File: src/rtl/fios_result_collector.sv
// FIOS result collector: splits the 34-bit AU products of one FIOS multiplication
// into 17-bit result words and 17-bit carries. It assembles the S+1 result words and
// hands them downstream over a valid/ready handshake.
module fios_result_collector #(
  parameter int unsigned S   = 8,
  parameter int unsigned LAT = 3
) (
  input  logic                  clock_i,
  input  logic                  reset_i,
  input  logic                  issue_i,
  input  logic [33:0]           P_i,
  output logic [16:0]           carry_o,
  output logic                  carry_valid_o,
  output logic [17*(S+1)-1:0]   result_o,
  output logic                  result_valid_o,
  input  logic                  result_ready_i,
  output logic                  overflow_o,
  output logic                  busy_o
);

  localparam int unsigned CntW = $clog2(S + 1);
  localparam logic [CntW-1:0] SCnt  = CntW'(S);
  localparam logic [CntW-1:0] SLast = CntW'(S - 1);

  typedef enum logic [1:0] {StIdle, StCollect, StDone} state_e;

  state_e              state_q, state_d;
  logic [CntW-1:0]     issue_cnt_q, issue_cnt_d;
  logic [CntW-1:0]     cap_cnt_q, cap_cnt_d;
  logic [LAT-1:0]      vld_q, vld_d;
  logic [16:0]         carry_q;
  logic                carry_valid_q;
  logic [17*(S+1)-1:0] result_q;
  logic                overflow_q;

  logic accept;
  logic capture;
  logic last_cap;

  // Issue acceptance, and capture when the matching delay-line entry exits
  always_comb begin
    accept   = issue_i && (state_q != StDone) && (issue_cnt_q < SCnt);
    capture  = vld_q[LAT-1];
    last_cap = capture && (cap_cnt_q == SLast);
    // Shifting left also covers LAT == 1, where the line is a single flop
    vld_d    = vld_q << 1;
    vld_d[0] = accept;
  end

  // Next-state and count update
  always_comb begin
    state_d     = state_q;
    issue_cnt_d = issue_cnt_q;
    cap_cnt_d   = cap_cnt_q;
    if (accept) issue_cnt_d = issue_cnt_q + 1'b1;
    if (capture) cap_cnt_d = cap_cnt_q + 1'b1;
    unique case (state_q)
      StIdle: begin
        if (accept) state_d = StCollect;
      end
      StCollect: begin
        if (last_cap) state_d = StDone;
      end
      StDone: begin
        // No issue is accepted and no capture happens in DONE, so clearing is safe
        if (result_ready_i) begin
          state_d     = StIdle;
          issue_cnt_d = '0;
          cap_cnt_d   = '0;
        end
      end
      default: state_d = StIdle;
    endcase
  end

  // State, counters and the valid delay line
  always_ff @(posedge clock_i or posedge reset_i) begin
    if (reset_i) begin
      state_q     <= StIdle;
      issue_cnt_q <= '0;
      cap_cnt_q   <= '0;
      vld_q       <= '0;
    end else begin
      state_q     <= state_d;
      issue_cnt_q <= issue_cnt_d;
      cap_cnt_q   <= cap_cnt_d;
      vld_q       <= vld_d;
    end
  end

  // Carry register, with a one-cycle pulse that drives the AU CREG enable
  always_ff @(posedge clock_i or posedge reset_i) begin
    if (reset_i) begin
      carry_q       <= '0;
      carry_valid_q <= 1'b0;
    end else begin
      carry_valid_q <= capture;
      if (capture) carry_q <= P_i[33:17];
    end
  end

  // Result assembly; the final carry becomes the top word
  always_ff @(posedge clock_i or posedge reset_i) begin
    if (reset_i) begin
      result_q <= '0;
    end else if (capture) begin
      for (int k = 0; k < S; k++) begin
        if (cap_cnt_q == CntW'(k)) result_q[17*k +: 17] <= P_i[16:0];
      end
      if (last_cap) result_q[17*S +: 17] <= P_i[33:17];
    end
  end

  // Sticky flag for dropped issues
  always_ff @(posedge clock_i or posedge reset_i) begin
    if (reset_i) begin
      overflow_q <= 1'b0;
    end else if (issue_i && !accept) begin
      overflow_q <= 1'b1;
    end
  end

  // Outputs come straight from registers
  always_comb begin
    carry_o        = carry_q;
    carry_valid_o  = carry_valid_q;
    result_o       = result_q;
    result_valid_o = (state_q == StDone);
    overflow_o     = overflow_q;
    busy_o         = (state_q != StIdle);
  end

endmodule

File: config.mk
export PLATFORM = sky130hd
export DESIGN_NAME = fios_result_collector
export DESIGN_NICKNAME = d
export VERILOG_FILES = /design/src/rtl/fios_result_collector.sv
export SDC_FILE = /design/constraint.sdc
export NUM_CORES = 1
export LEC_CHECK = 0
export CORE_MARGIN = 4
export CORE_UTILIZATION = 51
export CTS_CLUSTER_DIAMETER = 60
export DETAILED_ROUTE_END_ITERATION = 12
export PLACE_DENSITY = 0.84
export REMOVE_ABC_BUFFERS = 1
export SLEW_MARGIN = 10
export SYNTH_ARGS = -nofsm -noshare
export SYNTH_HDL_FRONTEND = slang
export SYNTH_SLANG_ARGS = --single-unit
File: constraint.sdc
create_clock -name clock_i -period 15.3 [get_ports clock_i]
set_input_delay 1.53 -clock clock_i [delete_from_list [all_inputs] [get_ports clock_i]]
set_output_delay 1.53 -clock clock_i [all_outputs]
set_load 0.03 [all_outputs]
==> flow_metrics.tcl <==
set metrics [dict create \
    status "finished clean" \
    r2r_end "result_o[33]" \
    slowest_stage "clkdlybuf4s50_1" \
    internal-power_uw 1580 \
    whs_endpoint "vld_q[1]" \
    clkPwrFrac 0.170 \
    io_buffers 211 \
    routed_via_density 5.21 \
    final_util 0.725 \
    drv_cap 0 \
    crit_path_max_incr_delay_ns 0.71 \
    relSlewSlack 0.259 \
    power.net_switching_uw 1040 \
    async_flop_share 1.00 \
    crit_arrival_ns 1.93 \
    fmax_ghz 0.289 \
    post-route-min-period_ns 3.46 \
    ios 212 \
    place_inst 873 \
    synth_edf_count 0 \
    wl_um 17900 \
    worst-setup-path-type "flop to output port" \
    setup_tns_ns 0 \
    grt_pass1_vias 5249 \
    track_usage 0.228 \
    clk_latency_ns 0.43 \
    crit_required_ns 13.77 \
    synth_area_per_cell_um2 14.5 \
    crit_fanout 6 \
    cts_buffers 17 \
    fin_skew_ns 0.00972 \
    hp-start "vld_q[0]" \
    holdWs_ns 0.351 \
    ys.flop_type "dfrtp_1" \
    min_path_type "flop to flop" \
    clock-sinks 185 \
    drt-wirelength-per-cell_um 19.8 \
    drtIter0Drc 340 \
    yosysSeqAreaShare 0.638 \
    post-cts-setup-buffers 0 \
    cts_max_path_buffers 2 \
    pwr-share-comb 0.490 \
    critPathLaunchType "flop" \
    tightest_slew_ns 1.11 \
    syn_area_mm2 0.00726 \
    cts_tree "done" \
    floorplan.initialDensity 0.521 \
    grt_first_pass_wirelength_um 28400 \
    drive_above_1_share 0.240 \
    antenna_found_initial 0 \
    antennaDiodeCount 0 \
    cts.htree.levels 4 \
    synthCells 499 \
    core_area_mm2 0.0139 \
    hold_path_depth 0 \
    clkSlewWorstSetupHoldPaths_ns 0.07 \
    clock-root-buffer "clkbuf_16" \
    cp-end-kind "output port" \
    reg2reg_depth 5 \
    drtPass1Iterations 4 \
    die_x_um 127 \
    p_per_area_mw_per_mm2 259 \
    die_h_um 127 \
    yosysWarnings 0 \
    finalCritPeriodShare 0.226 \
    grt_max_degree 102 \
    final_cell_mix "clkdlybuf4s50_1, dfrtp_1, nand2_1" \
    synth_seq_cells 185 \
    fin_cells 905 \
    post_cts_resized 0 \
    hold_viol 0 \
    rows 43 \
    dp_hpwl_um 12300 \
    pwr-share-seq 0.340 \
    dieArea_mm2 0.0162 \
    switching_share 0.397 \
    final_common_cell "clkdlybuf4s50_1" \
    power.leakage_uw 0.00454 \
    grt_setup_unrepaired "false" \
    drc 0 \
    finalPower_uw 2610 \
    r2r-start "cap_cnt_q[1]" \
    peakVddDrop_v 0.000157 \
    drv_slew 0 \
    place_congestion 0.758 \
    overflow 0 \
    finalNetCount 755 \
    area_delta_synth_final_pct 39.1 \
    r2r_slack_ns 12.82 \
    cts_hold_buf 0 \
    synth_cell_types 34 \
    antenna_left 0 \
    dr_total_vias 4717 \
    cp_cell_sequence "nand2b_1, inv_1, clkdlybuf4s50_1" \
    setup_viol 0 \
]
sequential cells by signal, summed over array words and instances (netlist names):
signal and cells:
result_o 153, carry_o 17, cap_cnt_q 4, issue_cnt_q 4, vld_q 3, state_q 2
carry_valid_o 1, overflow_o 1
cells by family after synthesis:
group,share of synthesized area
DFF,0.638
muxes,0.229
and+or+nand+nor,0.0864
buffers and inverters,0.0283
AOI/OAI and AO/OA,0.00621
adders and majority gates,0.00862
xor gates and xnor gates,0.00362
final cells by class:
| class | instances | area (um^2) |
|---|---|---|
| Clock buffer | 20 | 457 |
| Clock inverter | 12 | 148 |
| Fill cell | 901 | 3840 |
| Inverter | 4 | 20.0 |
| Multi-Input combinational cell | 286 | 2450 |
| Sequential cell | 185 | 4630 |
| Tap cell | 180 | 225 |
| Timing Repair Buffer | 218 | 2160 |
power groups by stage:
stage	clock network (uW)	logic [uW]	registers, uW
after floorplan	0	271	1320
after global placement	0	1260	879
after detailed placement	0	1290	894
after global routing	473	1340	916
after CTS	451	1290	891
final	445	1280	888
metal layers:
metal  wire, um  vias to the layer above  global-route usage
met5          0                        -                   0
met1       6930                     2411               0.273
met2       9030                      162               0.375
met3       1690                       23              0.0966
li1           -                     2121                   -
met4        274                        0              0.0738
Yosys cell counts, types with 3 or more instances:
library cell | count | share of area
ha_1 | 5 | 0.0086
mux2_4 | 30 | 0.062
nor2_1 | 7 | 0.0036
inv_1 | 4 | 0.0021
dfrtp_1 | 185 | 0.64
mux2_2 | 99 | 0.15
nand4b_4 | 3 | 0.0098
clkbuf_1 | 4 | 0.0021
buf_4 | 3 | 0.0031
nand2_1 | 104 | 0.054
mux2_1 | 7 | 0.011
buf_6 | 6 | 0.0093
buf_2 | 9 | 0.0062
nand2b_1 | 4 | 0.0034
o21ai_0 | 3 | 0.0021
metrics by stage:
step                      instance area (um^2)  setup slack [ns]
after floorplan                           7070              8.74
after global placement                    9490             11.58
after detailed placement                  9490             11.51
after CTS                                10100             11.80
after global routing                     10100             11.69
final                                    10100             11.84
how the worst max path moves through the flow:
stage,depth (start not counted),slack [ns],from,to
global route,3,11.69,reset_i,result_o[75]
finish,3,11.84,state_q[0],result_valid_o
CTS,3,11.80,state_q[0],result_valid_o
floorplan,1,8.74,reset_i,cap_cnt_q[0]
detailed placement,3,11.51,reset_i,result_o[75]
global placement,3,11.58,reset_i,result_o[109]
worst max-delay path, delay by kind of cell (launching register included):
kind / cells / cell delay (ns)
simple gates: 1 / 0.23
buf+inv: 2 / 0.86
flops: 1 / 0.42
Note: power is estimated with default switching activity, not from simulation.
